[src/rtl/mem_line_ctrl.sv]
// Cache-line front end for the DDR burst engine.
// Turns one line fill or writeback into one fixed-length burst.
module mem_line_ctrl #(
  parameter int MEM_DATA_BITS = 64,
  parameter int ADDR_BITS     = 24,
  parameter int LINE_BEATS    = 8,
  localparam int LINE_BITS    = LINE_BEATS * MEM_DATA_BITS,
  localparam int OFS_BITS     = $clog2(LINE_BEATS)
) (
  input  logic                     mem_clk,
  input  logic                     rst,
  input  logic                     req_valid,
  output logic                     req_ready,
  input  logic                     req_we,
  input  logic [ADDR_BITS-1:0]     req_addr,
  input  logic [LINE_BITS-1:0]     req_wdata,
  output logic                     resp_valid,
  output logic                     resp_we,
  output logic [LINE_BITS-1:0]     resp_rdata,
  output logic                     rd_burst_req,
  output logic [9:0]               rd_burst_len,
  output logic [ADDR_BITS-1:0]     rd_burst_addr,
  input  logic                     rd_burst_data_valid,
  input  logic [MEM_DATA_BITS-1:0] rd_burst_data,
  input  logic                     rd_burst_finish,
  output logic                     wr_burst_req,
  output logic [9:0]               wr_burst_len,
  output logic [ADDR_BITS-1:0]     wr_burst_addr,
  input  logic                     wr_burst_data_req,
  output logic [MEM_DATA_BITS-1:0] wr_burst_data,
  input  logic                     wr_burst_finish
);

  localparam int CNT_BITS = OFS_BITS + 1;
  localparam int IDX_BITS = (OFS_BITS > 0) ? OFS_BITS : 1;
  localparam logic [CNT_BITS-1:0] CNT_MAX = CNT_BITS'(LINE_BEATS);
  localparam logic [IDX_BITS-1:0] IDX_LAST = IDX_BITS'(LINE_BEATS - 1);
  localparam logic [ADDR_BITS-1:0] ALIGN =
    ~(ADDR_BITS'(LINE_BEATS - 1));

  typedef enum logic [1:0] {
    IDLE,
    RD_BURST,
    WR_BURST,
    RESP
  } state_t;

  state_t state, state_nxt;

  logic [LINE_BITS-1:0] line_buf;
  logic [CNT_BITS-1:0]  cnt;
  logic                 line_we;
  logic                 accept;
  logic                 cnt_live;
  logic [IDX_BITS-1:0]  rd_idx;
  logic [IDX_BITS-1:0]  wr_idx;

  assign rd_burst_len = 10'(LINE_BEATS);
  assign wr_burst_len = 10'(LINE_BEATS);

  assign accept   = (state == IDLE) && req_valid && req_ready;
  assign cnt_live = (cnt < CNT_MAX);
  assign rd_idx   = cnt[IDX_BITS-1:0];
  // Write requests past the line keep re-presenting the last beat.
  assign wr_idx   = cnt_live ? cnt[IDX_BITS-1:0] : IDX_LAST;

  always_ff @(posedge mem_clk) begin
    if (rst) state <= IDLE;
    else     state <= state_nxt;
  end

  always_comb begin
    state_nxt = state;
    unique case (state)
      IDLE: begin
        if (accept) state_nxt = req_we ? WR_BURST : RD_BURST;
      end
      RD_BURST: begin
        if (rd_burst_finish) state_nxt = RESP;
      end
      WR_BURST: begin
        if (wr_burst_finish) state_nxt = RESP;
      end
      RESP: state_nxt = IDLE;
    endcase
  end

  always_ff @(posedge mem_clk) begin
    if (rst) begin
      req_ready     <= 1'b1;
      resp_valid    <= 1'b0;
      resp_we       <= 1'b0;
      resp_rdata    <= '0;
      rd_burst_req  <= 1'b0;
      wr_burst_req  <= 1'b0;
      rd_burst_addr <= '0;
      wr_burst_addr <= '0;
      wr_burst_data <= '0;
      cnt           <= '0;
      line_we       <= 1'b0;
    end else begin
      resp_valid <= 1'b0;
      unique case (state)
        IDLE: begin
          if (accept) begin
            rd_burst_addr <= req_addr & ALIGN;
            wr_burst_addr <= req_addr & ALIGN;
            line_we       <= req_we;
            if (req_we) line_buf <= req_wdata;
            req_ready     <= 1'b0;
            cnt           <= '0;
            rd_burst_req  <= ~req_we;
            wr_burst_req  <= req_we;
          end
        end
        RD_BURST: begin
          if (rd_burst_data_valid && cnt_live) begin
            line_buf[rd_idx*MEM_DATA_BITS +: MEM_DATA_BITS]
              <= rd_burst_data;
            cnt <= cnt + CNT_BITS'(1);
          end
          if (rd_burst_finish) rd_burst_req <= 1'b0;
        end
        WR_BURST: begin
          if (wr_burst_data_req) begin
            wr_burst_data <=
              line_buf[wr_idx*MEM_DATA_BITS +: MEM_DATA_BITS];
            if (cnt_live) cnt <= cnt + CNT_BITS'(1);
          end
          if (wr_burst_finish) wr_burst_req <= 1'b0;
        end
        RESP: begin
          resp_valid <= 1'b1;
          resp_we    <= line_we;
          req_ready  <= 1'b1;
          if (!line_we) resp_rdata <= line_buf;
        end
      endcase
    end
  end

  // line_buf is deliberately unreset: every beat is rewritten before use.
  initial begin end

endmodule

[config.mk]
export PLATFORM = sky130hd
export DESIGN_NAME = mem_line_ctrl
export DESIGN_NICKNAME = d
export VERILOG_FILES = /design/src/rtl/mem_line_ctrl.sv
export SDC_FILE = /design/constraint.sdc
export NUM_CORES = 2
export LEC_CHECK = 0
export BUFFER_PORTS_ARGS = -buffer_cell sky130_fd_sc_hd__buf_2
export CORE_AREA = 2 2 495 497
export DETAILED_ROUTE_END_ITERATION = 16
export DIE_AREA = 0 0 497 499
export GPL_ROUTABILITY_DRIVEN = 0
export GPL_TIMING_DRIVEN = 0
export PLACE_DENSITY_LB_ADDON = 0.15
export SETUP_SLACK_MARGIN = 0.5
export SLEW_MARGIN = 10
export SYNTH_ARGS = -nofsm -noshare
export SYNTH_HDL_FRONTEND = slang
export SYNTH_SLANG_ARGS = --single-unit
[constraint.sdc]
create_clock -name mem_clk -period 7.8 [get_ports mem_clk]
set_input_delay 0.78 -clock mem_clk [delete_from_list [all_inputs] [get_ports mem_clk]]
set_output_delay 0.78 -clock mem_clk [all_outputs]
set_load 0.005 [all_outputs]
== Word-level counts from Yosys, hierarchy flattened ==
Cells that the tools add are included.
Cells by class
  muxes and demuxes: 25
  shifts and indexed selects: 3
  magnitude comparators: 1
  $add $sub $neg: 2
  reductions and logical operators: 17
  equal/unequal tests: 10
  bitwise logic cells: 3
  div/mod/pow operators: 0
  multipliers: 0
Operator list (number)
  512-bit two-way mux: 3
  512-bit case mux with 2 select lines: 1
  512-bit bitwise mux: 1
  64-bit by 34-bit variable shift with 512-bit output, first input constant: 1
  512-bit by 10-bit indexed part select with 64-bit output: 1
  64-bit by 34-bit indexed part select with 512-bit output: 1
  9-bit negator with 34-bit output: 1
  4-bit two-way mux: 4
  2-bit inequality test, second input constant: 7
  4-bit case mux with 3 select lines: 1
  5-bit AND reduction: 2
  3-bit AND reduction: 3
  2-bit two-way mux: 4
  2-bit case mux with 4 select lines: 1
  2-bit AND reduction: 4
  1-bit two-way mux: 6
  1-bit case mux with 2 select lines: 3
  2-bit nonzero test: 3
  4-bit by 1-bit adder with 4-bit output, second input constant: 1
  2-bit equality test, second input constant: 2
  4-bit < comparator, second input constant: 1
  1-bit logical AND: 3
  3-bit two-way mux: 1
  1-bit inverter: 3
  other kinds (3): 3
Storage, ports and cells
  bits of input ports: 608
  output and inout port bits: 649
  bits in read-only memories: 0
  memories: 0
  register bits: 1121
  latch bits: 0
  RAM bits: 0
  word-level logic and storage cells: 73

== Logic depth before layout (Yosys ltp) ==
  word-level depth: 5
  depth in mapped cells: 9

== Worst setup path before layout ==
No wires, ideal clock.
  path kind: register to register
  start: reg cnt[1]
  end: reg line_buf[256], enable pin
  buffers on the path: 2
  setup time: 0.507 ns
  stages on the path, launching flop included: 9
  data arrival time: 5.219 ns
  setup slack: 2.074 ns
  clock period less this slack: 5.726 ns
  path through: dfxtp_1 -> buf_1 -> inv_1 -> ha_1 -> ha_1 -> nand2b_1 -> or4_1 -> buf_2 -> a21oi_1
On the way
  longest elaborated chain between the ends: 4
RTL lines
  start, declared: line 51  | logic [CNT_BITS-1:0] cnt;
  start signal, assigned: line 120  | cnt <= cnt + CNT_BITS'(1);
  start signal, assigned: line 128  | if (cnt_live) cnt <= cnt + CNT_BITS'(1);
  4-bit < comparator: line 62  | assign cnt_live = (cnt < CNT_MAX);
  1-bit logical AND: line 117  | if (rd_burst_data_valid && cnt_live) begin
  2-bit inequality test (no line)
  5-bit AND reduction (no line)
  end signal, assigned: line 109  | if (req_we) line_buf <= req_wdata;
  end, declared: line 50  | logic [LINE_BITS-1:0] line_buf;
No other way between the ends.
A chain may end at the register's enable or synchronous reset.

== Worst setup path after layout ==
  start: reg cnt[1]
  end: reg line_buf[282], enable pin
Same word-level chain as after synthesis.

==> run summary <==
Number of clock sinks -> 1121
Clock Root Buffer -> clkbuf_16
Clk_skew -> 0.0290 ns
Crit-path max FO -> 19
Drt pass-1 iters -> 6
Fin crit share -> 63.3%
Placement Setup Slack -> 2.86 ns
CP endpoint kind -> flop
Top achievable clock speed -> 203 MHz
Largest net degree at the start of global routing -> 20
Rel. slew slack -> 12.5%
Core area -> 243000 sq um
Top Ports -> 1257
Xor and xnor fraction of the mapped netlist area -> 0%
Die W -> 497 um
Post-synthesis mux area share -> 3.19%
Outcome -> completed
Std-Cell Rows -> 181
Synth Cell Area -> 47500 sq um
Initial antenna violation count -> 119
Worst-Margin Slew -> 1.31 ns
Routed Antenna Nets -> 0
Yosys warnings -> 0
Seq/Total Area, Yosys -> 58.0%
DIE AREA -> 248000 sq um
Leak Pwr -> 25.8 nW
Hold_sp -> req_addr[5]
Post-synthesis register bit count -> 1121
Area Overhead vs Synth -> 34.8%
Met1 Use GR -> 31.9%
CTS-repair resized insts -> 0
RSZ-0062 raised after global routing -> no
H-tree depth -> 4
Via-to-Cell Ratio -> 4.61
CTS tree -> yes
1st-iter DRT viols -> 3973
Hold Crit Class -> in -> reg
Post-CTS Setup Inserts -> 0
Crit path DAT -> 5.43 ns
Worst-Skew Late Latency -> 0.81 ns
Syn_area_per_cell -> 9.32 sq um
Grt ovf -> 0
Hold path depth -> 3
Final core occ -> 26.4%
Global Route met3 Usage -> 7.86%
Period minus WS final -> 4.94 ns
GRT busiest layer -> met2
Clk slew on worst S/H paths -> 0.06 ns
Tightest hold margin -> 0.223 ns
Worst reg2reg path depth -> 10
Final WS setup -> 2.86 ns
First-pass GRT wire length -> 430 mm
Clk buf depth -> 3
Met2 Track Usage GR -> 43.5%
DP HPWL -> 275 mm
Die Span Y -> 499 um
Maximum vdd drop -> 0.150 mV
Power Dens Cells -> 321 nW/um^2
Dominant cells by area after synthesis -> edfxtp_1 (32%), dfxtp_1 (26%), nand2_1 (11%)
Crit path launch -> cnt[1]$_SDFFE_PP0P_
CP Data Required Time -> 8.30 ns
Wire per inst -> 33.8 um
Worst setup SP type -> flop
Post-Synth Adder-Cell Area -> 0.211%
Starting density of the core -> 19.6%
Worst R2R Start -> cnt[1]$_SDFFE_PP0P_
Layout cell share with drive strength beyond 1 -> 29.3%
Syn Inst Count -> 5102
Largest family of logic cells by synthesized area -> compound AO/OA/AOI/OAI gates
Vias in the first global route -> 44975
DRC -> 0
CTS buffer count -> 146
Synth Area in Compound Gates -> 17.1%
Total wire length -> 335 mm
Pins Over Slew Limit -> 0
Top FF cell, synth -> dfxtp_1
Top-area cell type share of the netlist area -> 32.3%
Critical path class -> reg -> reg
Final hold vios -> 0
Count of different cell masters after synthesis -> 50
PortBufs -> 1226
FFs w/ async S/R, synth -> 0%
Total GRT Usage -> 26.0%
Final setup vio count -> 0
Final nets -> 7170
Post-synth EDFFs -> 512
Simple-Gate Fraction of Synth Area -> 13.0%
Max-Cap Viols -> 0
DR vias -> 45792
Cts hold-fix bufs -> 0
Yosys top cell by area -> edfxtp_1
path summary, 6_finish.rpt:
check                             endpoint  slack [ns]
max                line_buf[282]$_DFFE_PP_        2.86
min          wr_burst_addr[5]$_SDFFE_PP0P_        0.22
max reg2reg        line_buf[282]$_DFFE_PP_        2.86
min reg2reg    resp_rdata[11]$_SDFFE_PP0P_        0.45
critical path: stages, from the launching register on:
cell and delay (ns):
dfxtp_1 0.40, buf_1 0.68, inv_1 0.10, ha_1 0.23, ha_1 0.47, nand2b_1 0.14, or4_1 0.73, buf_2 0.57
a21oi_4 0.79, buf_12 0.26, buf_12 0.21
registers in the layout (all words and copies together) (netlist names):
register	flops
wr_burst_data	64
rd_burst_req	1
line_we	1
resp_we	1
resp_valid	1
wr_burst_addr	21
req_ready	1
line_buf	512
wr_burst_req	1
state	2
resp_rdata	512
cnt	4
synthesized netlist by cell type, types with 58 or more instances:
cell type,count
a211oi_1,58
a21oi_1,549
buf_2,164
clkbuf_1,178
dfxtp_1,609
edfxtp_1,512
inv_1,520
mux2_2,122
nand2_1,1446
nor2b_1,63
o21ai_0,243
o22ai_1,287
o31ai_1,64
power by group:
part / internal [mW] / switching (mW) / total [mW]
logic: 1.67 / 4.05 / 5.72
registers: 7.26 / 0.600 / 7.86
clock network: 4.05 / 2.93 / 6.99
total: 13.0 / 7.58 / 20.6
cell usage in the layout (no fill, tap or decap), drive strengths merged, types with 9 or more instances in the layout:
cell type  instances
conb              26
o22ai            337
nand3              9
o221ai            64
dfxtp            609
a211oi            58
edfxtp           512
inv              532
clkbuf           405
o31ai             64
diode             45
nor2              13
o21ai            243
clkinv            19
nor2b             63
a21oi            550
nor3              11
buf             1526
nand2           1446
mux2             122
cell families (layout without fill, tap and decap cells):
group / after synthesis / after routing
DFF: 1121 / 1121
buffers and inverters: 946 / 2496
muxes: 129 / 129
AOI/OAI and AO/OA: 1328 / 1328
adders and majority gates: 8 / 8
other: 2 / 71
and+or+nand+nor: 1568 / 1568
routing by layer:
| metal | vias to the layer above | part of all wire (%) | routed length, um |
|---|---|---|---|
| met5 | - | 0.089 | 299 |
| met4 | 46 | 3.0 | 10100 |
| met3 | 381 | 8.7 | 29200 |
| met2 | 2179 | 47 | 159000 |
| met1 | 22955 | 41 | 137000 |
| li1 | 20231 | - | - |
cell type report:
cell class                 instances  area [sq um]
antenna                           45           113
sequential                      1121         27600
inverter                         522          1960
buffer                           424          2140
timing repair buffer            1280          7390
clock inverter                    43           522
fill                           26591        178000
multi-input combinational       3059         16100
clock buffer                     227          4270
tap                             3202          4010
stage by stage:
stage / power (mW) / setup TNS, ns / area [sq um] / std cells
after floorplan: 10.1 / 0 / 47600 / 5126
after global placement: 13.5 / -1868.87 / 57800 / 9554
after detailed placement: 13.8 / 0 / 59200 / 9608
after CTS: 20.8 / 0 / 64000 / 9878
after global routing: 21.3 / 0 / 64000 / 9897
final: 20.6 / 0 / 64100 / 9923
No activity file was read; power rests on OpenSTA's default activity.
